$ cat src/rtl/mem_arbiter.sv
`default_nettype none
// +----------------------------------------------------------------------------+
// | mem_arbiter: shares one byte-wide RAM port between instruction fetch and    |
// | data load/store; serialises 1/2/4-byte accesses little-endian.              |
// | Optional macro: ARB_ROUND_ROBIN_EN (alternate grants on contention).        |
// | Revision: 1.0                                                               |
// +----------------------------------------------------------------------------+
module mem_arbiter #(
  parameter int RAM_ADDR_W = 17
) (
  input  logic                  clk,
  input  logic                  rst,
  input  logic                  if_req,
  input  logic [31:0]           if_addr,
  output logic                  if_ack,
  output logic [31:0]           if_rdata,
  input  logic                  dm_req,
  input  logic                  dm_we,
  input  logic [2:0]            dm_funct3,
  input  logic [31:0]           dm_addr,
  input  logic [31:0]           dm_wdata,
  output logic                  dm_ack,
  output logic [31:0]           dm_rdata,
  output logic                  stallreq,
  output logic [RAM_ADDR_W-1:0] ram_addr,
  output logic                  ram_wr,
  output logic [7:0]            ram_wdata,
  input  logic [7:0]            ram_rdata
);

  typedef enum logic [1:0] {
    S_IDLE = 2'd0,
    S_RD   = 2'd1,
    S_WR   = 2'd2,
    S_DONE = 2'd3
  } state_t;

  state_t                  state;
  logic [2:0]              cnt;
  logic [2:0]              last_idx;
  logic                    cur_if;
  logic [2:0]              cur_f3;
  logic [RAM_ADDR_W-1:0]   base;
  logic [31:0]             wbuf;
  logic [31:0]             rbuf;

  logic                    grant_dm;
  logic                    dm_legal;
  logic [2:0]              req_last;
  logic [1:0]              rsel;
  logic [1:0]              wsel;
  logic [31:0]             merged;
  logic [31:0]             ext;
  logic [RAM_ADDR_W-1:0]   next_addr;
  logic                    unused_addr_hi;

  assign unused_addr_hi = ^{dm_addr[31:RAM_ADDR_W], if_addr[31:RAM_ADDR_W]};
  assign stallreq = dm_req & ~dm_ack;

`ifdef ARB_ROUND_ROBIN_EN
  logic last_grant;  // 0 = IF, 1 = DM
  assign grant_dm = dm_req & (~if_req | ~last_grant);
`else
  assign grant_dm = dm_req;
`endif

  // Loads: 0,1,2,4,5 legal; stores: 0..2 legal
  assign dm_legal = dm_we ? (dm_funct3 <= 3'd2)
                          : ((dm_funct3[1:0] != 2'b11) && (dm_funct3 != 3'd6));

  always_comb begin
    req_last = 3'd3;
    case (dm_funct3[1:0])
      2'd0:    req_last = 3'd0;
      2'd1:    req_last = 3'd1;
      default: req_last = 3'd3;
    endcase
  end

  // In RD, count value c captures byte c-1 (count 4 wraps to lane 3)
  assign rsel      = cnt[1:0] - 2'd1;
  assign wsel      = cnt[1:0] + 2'd1;
  assign next_addr = base + RAM_ADDR_W'(cnt + 3'd1);

  always_comb begin
    merged = rbuf;
    merged[{rsel, 3'b000} +: 8] = ram_rdata;
  end

  always_comb begin
    ext = merged;
    case (cur_f3)
      3'd0:    ext = {{24{merged[7]}}, merged[7:0]};
      3'd1:    ext = {{16{merged[15]}}, merged[15:0]};
      3'd4:    ext = {24'd0, merged[7:0]};
      3'd5:    ext = {16'd0, merged[15:0]};
      default: ext = merged;
    endcase
  end

  always_ff @(posedge clk) begin
    if (rst) begin
      state     <= S_IDLE;
      if_ack    <= 1'b0;
      dm_ack    <= 1'b0;
      if_rdata  <= '0;
      dm_rdata  <= '0;
      ram_addr  <= '0;
      ram_wr    <= 1'b0;
      ram_wdata <= '0;
      cnt       <= '0;
      last_idx  <= '0;
      cur_if    <= 1'b0;
      cur_f3    <= '0;
      base      <= '0;
      wbuf      <= '0;
      rbuf      <= '0;
`ifdef ARB_ROUND_ROBIN_EN
      last_grant <= 1'b0;
`endif
    end else begin
      if_ack <= 1'b0;
      dm_ack <= 1'b0;
      ram_wr <= 1'b0;
      case (state)
        S_IDLE: begin
          cnt  <= '0;
          rbuf <= '0;
          if (grant_dm) begin
            cur_if   <= 1'b0;
            cur_f3   <= dm_funct3;
            base     <= dm_addr[RAM_ADDR_W-1:0];
            wbuf     <= dm_wdata;
            last_idx <= req_last;
`ifdef ARB_ROUND_ROBIN_EN
            last_grant <= 1'b1;
`endif
            if (!dm_legal) begin
              dm_ack <= 1'b1;
              if (!dm_we) dm_rdata <= '0;
              state  <= S_DONE;
            end else begin
              ram_addr <= dm_addr[RAM_ADDR_W-1:0];
              if (dm_we) begin
                ram_wr    <= 1'b1;
                ram_wdata <= dm_wdata[7:0];
                state     <= S_WR;
              end else begin
                state <= S_RD;
              end
            end
          end else if (if_req) begin
            cur_if   <= 1'b1;
            cur_f3   <= 3'd2;
            base     <= if_addr[RAM_ADDR_W-1:0];
            last_idx <= 3'd3;
            ram_addr <= if_addr[RAM_ADDR_W-1:0];
            state    <= S_RD;
`ifdef ARB_ROUND_ROBIN_EN
            last_grant <= 1'b0;
`endif
          end
        end
        S_RD: begin
          if (cnt < last_idx) ram_addr <= next_addr;
          if (cnt != 3'd0) rbuf <= merged;
          if (cnt == last_idx + 3'd1) begin
            if (cur_if) begin
              if_ack   <= 1'b1;
              if_rdata <= merged;
            end else begin
              dm_ack   <= 1'b1;
              dm_rdata <= ext;
            end
            state <= S_DONE;
          end
          cnt <= cnt + 3'd1;
        end
        S_WR: begin
          if (cnt < last_idx) begin
            ram_addr  <= next_addr;
            ram_wr    <= 1'b1;
            ram_wdata <= wbuf[{wsel, 3'b000} +: 8];
          end else begin
            dm_ack <= 1'b1;
            state  <= S_DONE;
          end
          cnt <= cnt + 3'd1;
        end
        default: state <= S_IDLE;
      endcase
    end
  end

endmodule
`default_nettype wire
$ cat config.mk
export PLATFORM = sky130hd
export DESIGN_NAME = mem_arbiter
export DESIGN_NICKNAME = d
export VERILOG_FILES = /design/src/rtl/mem_arbiter.sv
export SDC_FILE = /design/constraint.sdc
export NUM_CORES = 1
export LEC_CHECK = 0
export ABC_CLOCK_PERIOD_IN_PS = 5890
export BUFFER_PORTS_ARGS = -buffer_cell sky130_fd_sc_hd__buf_2
export CAP_MARGIN = 10
export CORE_UTILIZATION = 40
export CTS_CLUSTER_SIZE = 16
export DETAILED_ROUTE_END_ITERATION = 10
export HOLD_SLACK_MARGIN = 0.12
export PLACE_DENSITY = 0.59
export SETUP_SLACK_MARGIN = 0.05
export SLEW_MARGIN = 0
export SYNTH_ARGS = -nofsm -noshare
export SYNTH_HDL_FRONTEND = slang
export SYNTH_SLANG_ARGS = --single-unit
$ cat constraint.sdc
create_clock -name clk -period 5.89 [get_ports clk]
set_clock_uncertainty 0.15 [all_clocks]
set_input_delay 0.2945 -clock clk [delete_from_list [all_inputs] [get_ports clk]]
set_output_delay 0.2945 -clock clk [all_outputs]
set_load 0.05 [all_outputs]
; ---- Word level (Yosys, flattened, before mapping)
; Cells that the tools add are included.
[word_totals]
reg_bits = 185
output_inout_bits = 93
inputBits = 112
[classes]
n_reduce_logical = 19
order_cmp = 2
add_sub_neg = 7
mux = 49
n_bitwise = 4
n_shift = 3
n_eq_ne = 22
[ops]
columns = cell, count
row1 = $mux 32, 6
row2 = $pmux 32 s2, 2
row3 = $pmux 32 s4, 1
row4 = $mux 17, 5
row5 = $pmux 17 s2, 1
row6 = $bwmux 32, 1
row7 = $mux 8, 4
row8 = $shift 8x7->32 const A, 1
row9 = $shiftx 32x6->8, 1
row10 = $shiftx 8x7->32, 1
row11 = $ne 2x2->1 const B, 11
row12 = $add 17x4->17, 1
row13 = $pmux 8 s2, 1
row14 = $mux 1, 13
row15 = $mux 2, 6
row16 = $mux 3, 4
row17 = $ne 3x3->1 const B, 3
row18 = $reduce_bool 2->1, 4
row19 = $neg 5->7, 1
row20 = $add 3x1->3 const B, 2
row21 = $eq 3x3->1 const B, 2
row22 = $pmux 2 s3, 1
row23 = $pmux 3 s2, 1
row24 = $reduce_and 2->1, 3
row25 = other kinds (25), 30

; ---- Logic depth before layout (Yosys ltp)
[depth]
ltp_word = 8
mapped_depth = 11
depth_no_buf = 8

; ---- Worst setup path before layout
; No wires, ideal clock.
[synth_timing]
path_type = flip-flop to flip-flop
startpoint = reg cnt[0]
endpoint = reg ram_wdata[1]
t_arrival_ps = 2701
required_time_ps = 5612
setup_slack_ps = 2912
path_stages_with_launch = 9
synth_period_minus_slack_ps = 2978
setup_time_ps = 128
path_cell_list = dfxtp_1 -> clkbuf_1 -> inv_1 -> ha_1 -> buf_1 -> mux4_2 -> mux2_2 -> mux2i_1 -> nor2_1
[synth_between]
elab_chain_len = 4
word_cells_on_any_way = 7
[synth_lines]
columns = item, line
row1 = "start, declared", 39  ; logic [2:0] cnt;
row2 = "start signal, assigned", 177  ; cnt <= cnt + 3'd1;
row3 = "start signal, assigned", 188  ; cnt <= cnt + 3'd1;
row4 = $add 2x1->2, 82  ; assign wsel = cnt[1:0] + 2'd1;
row5 = $shiftx 32x6->8, 183  ; ram_wdata <= wbuf[{wsel, 3'b000} +: 8];
row6 = $mux 8, 180  ; if (cnt < last_idx) begin
row7 = $pmux 8 s2, 125  ; case (state)
row8 = "end signal, assigned", 146  ; ram_wdata <= dm_wdata[7:0];
row9 = "end signal, assigned", 183
row10 = "end, declared", 27  ; output logic [7:0] ram_wdata,
; Parallel ways exist; a longest one is shown, timed or not. The select of a mux whose other input is x is not followed.
; A chain may end at the register's enable or synchronous reset.

; ---- Worst setup path after layout
[layout_timing]
startpoint = reg cnt[0]
endpoint = reg dm_rdata[19]
[layout_between]
elab_chain_len = 8
word_cells_on_any_way = 12
[layout_lines]
columns = item, line
row1 = $sub 2x1->2, 81  ; assign rsel = cnt[1:0] - 2'd1;
row2 = $neg 5->7, 87  ; merged[{rsel, 3'b000} +: 8] = ram_rdata;
row3 = $shiftx 8x7->32 / $shift 8x7->32 (equally long branches), 87
row4 = $bwmux 32, 87
row5 = $pmux 32 s4, 92  ; case (cur_f3)
row6 = $mux 32, 168  ; if (cur_if) begin
row7 = $mux 32, 167  ; if (cnt == last_idx + 3'd1) begin
row8 = $pmux 32 s2, 125
row9 = "end signal, assigned", 173  ; dm_rdata <= ext;
row10 = "end, declared", 23  ; output logic [31:0] dm_rdata,
; Parallel ways exist; a longest one is shown, timed or not. The select of a mux whose other input is x is not followed.

==> results.toml <==
[status]
outcome = "finished, final reports clean"

[global_routing]
grt.overflow.total = 0
gr-usage-all-layers = 0.216
grt_max_degree = 65
antenna_found_initial = 0
first_global_vias = 7104
grt_pass1_wl_um = 37000

[final_layout]
syn_to_final_growth_pct = 25.5
nFillCells = 2045
antenna-diode-count = 0
fin_nets = 1280
fin_area_um2 = 10400
final_layout_size_suffix_gt1_frac = 0.204

[place]
io_buffers = 174
dp_hpwl_um = 14600
place_area_um2 = 9300
gp_congestion = 0.815
pre_cts_slack_ps = 1570

[clocking]
cts_sinks = 183
cts_tree = "yes"
clock_path_buffers = 2
clk_pin_slew_ps = 80
root_buffer = "clkbuf_16"
numCtsBuffers = 17
cts_setup_buffers = 0
worstSkewPairLatency_ps = 430
post_cts_resized = 0
htree_num_levels = 4

[route]
postRouteAntennaNets = 0
via_count = 7564
drtPass1Iterations = 5
wirelength_um = 22700
wl_per_cell_um = 15.8
drtIter0Drc = 516
drc = 0
via_per_inst = 5.27

[yosys]
syn_nets = 1102
netlist_area_um2 = 8300
yosys.area.top_type_share = 0.441
yosys_register_bits = 183
yosys.area_share.simple = 0.203
synth_ff_type = "dfxtp_1"
synthTopCellsByCount = "dfxtp_1 (183), nor2_1 (153), nand2_1 (103)"
synth_async_sr_flop_share = 0
synthMuxAreaShare = 0.0713
synthTopCellsByArea = "dfxtp_1 (44%), nor2_1 (6.9%), a211oi_1 (5.0%), a31oi_1 (4.9%), nand2_1 (4.7%)"
synthesis.instances = 974
synth.most_common_cell = "dfxtp_1"
synth_area_per_cell_um2 = 8.52
synth_xor_area_frac = 0.0158
ys_seq_area_frac = 0.441
yosysUniqueCellTypes = 54
synth_top_cell_by_area = "dfxtp_1"
synth-adder-area-share = 0.0250
synth_edf_count = 0
synth_top_family_by_area = "simple AND/OR/NAND/NOR gates"
yosys_warnings = 0
synth_compound_gate_area_share = 0.198

[timing]
fin_ws_ps = 1640
rsz0062_at_grt = "no"
max_freq_ghz = 0.235
setup-tns-final_ps = 0
min_period_over_period = 0.722
fin_crit_ps = 4250
hold_viol = 0
worst_slew_pin_slew_ps = 1180
slew_violations = 0
max_slew_margin = 0.207
setup_violations = 0

[die]
die-area_um2 = 21300
fp.dieW_um = 146
rows = 52
core_um2 = 20300
start_util = 0.409
fp.dieH_um = 146
pin_count = 205

[job]
drv_cap = 0

[setup_path]
critical_path_class = "register to register"
reg2reg_from = "cnt[0]"
cp.arrival_ps = 4440
cp-start-kind = "register"
r2r_end = "dm_rdata[19]"
crit_path_max_fanout = 18
cp-end-kind = "register"
required_ps = 6080
reg2regPathDepth = 7
r2r_slack_ps = 1640

[min_path]
holdPathStages = 3
worstHoldStart = "if_addr[14]"
worstHoldPathType = "input pin to register"
holdPathEnd = "base[14]"

[power]
p_leak_nw = 4.25
peakVddDrop_uv = 304
power_density_nw_per_um2 = 441
worst max-delay path: stages, from the launching register on:
cell and delay, ps:
dfxtp_1 850, inv_1 290, ha_1 830, nor3b_2 670, a311oi_1 190, o31ai_1 280
nand3b_1 560, o2bb2ai_1 340
cell families after synthesis:
logic type | after synthesis
AOI/OAI and AO/OA | 254
and+or+nand+nor | 365
DFF | 183
adders and majority gates | 16
xor gates and xnor gates | 15
buffers and inverters | 93
muxes | 48
cell usage in the layout (no fill, tap or decap), drive strengths merged, types with 2 or more instances in the layout:
master / count
a2111oi: 2
a211oi: 55
a21oi: 73
a22oi: 2
a311oi: 2
a31oi: 65
and2: 19
and3: 2
and4: 4
buf: 184
bufinv: 3
clkbuf: 19
clkinv: 3
dfxtp: 183
dlygate4sd3: 51
ha: 15
inv: 22
mux2: 9
mux2i: 31
mux4: 8
nand2: 103
nand2b: 4
nand3: 3
nand3b: 9
nand4: 4
nand4b: 8
nor2: 153
nor2b: 37
nor3: 8
nor3b: 3
o211ai: 11
o21ai: 17
o2bb2ai: 16
o31ai: 2
or4: 3
xnor2: 7
xor2: 8
area by class of cell:
cell class | count | area (µm²) | area share
timing repair buffer | 235 | 1460 | 0.140
clock buffer | 19 | 443 | 0.0425
inverter | 17 | 63.8 | 0.00612
sequential | 183 | 3660 | 0.352
multi-input combinational | 698 | 4290 | 0.411
tap | 270 | 338 | 0.0324
clock inverter | 12 | 166 | 0.0160
registers in the layout (all words and copies together) (netlist names):
| register | cells |
|---|---|
| dm_ack | 1 |
| if_rdata | 32 |
| if_ack | 1 |
| cnt | 3 |
| cur_f3 | 2 |
| last_idx | 2 |
| wbuf | 32 |
| base | 17 |
| dm_rdata | 32 |
| ram_wr | 1 |
| ram_wdata | 8 |
| cur_if | 1 |
| ram_addr | 17 |
| state | 2 |
| rbuf | 32 |
power by group:
part,switching [W],internal [W]
clock network,0.000512,0.000687
logic,0.00126,0.000580
registers,0.000142,0.00141
total,0.00191,0.00268
timing repair:
item                                    in CTS  in global routing
endpoints found under the setup margin       0                  0
endpoints found under the hold margin       49                  0
hold buffers                                51                  0
how the worst max path moves through the flow:
stage,start,end,slack (ps),cells past startpoint
after CTS,cnt[0],dm_rdata[19],1560,7
final,cnt[0],dm_rdata[19],1640,7
after floorplan,cnt[0],ram_wdata[1],2910,8
after detailed placement,cnt[0],dm_rdata[19],1570,7
after global routing,cnt[0],dm_rdata[18],1220,7
after global placement,cnt[0],dm_rdata[15],1630,7
through the flow:
| stage | hold slack (ps) | total power [W] | utilization | std cells |
|---|---|---|---|---|
| 2_1_floorplan | 280 | 0.00293 | - | 974 |
| 3_3_place_gp | 287 | 0.00338 | 0.458 | 1352 |
| 3_5_place_dp | 293 | 0.00339 | 0.458 | 1352 |
| 4_1_cts | 126 | 0.00462 | 0.513 | 1434 |
| 5_1_grt | 137 | 0.00486 | 0.513 | 1434 |
| 6_report | 130 | 0.00459 | 0.513 | 1434 |
metal layers:
metal	vias to the layer above	track usage	part of all wire
li1	3795	-	-
met1	3563	0.301	0.49
met2	186	0.343	0.46
met3	20	0.0388	0.042
met4	0	0.0609	0.014
met5	-	0	0
Note: power is estimated with default switching activity, not from simulation.
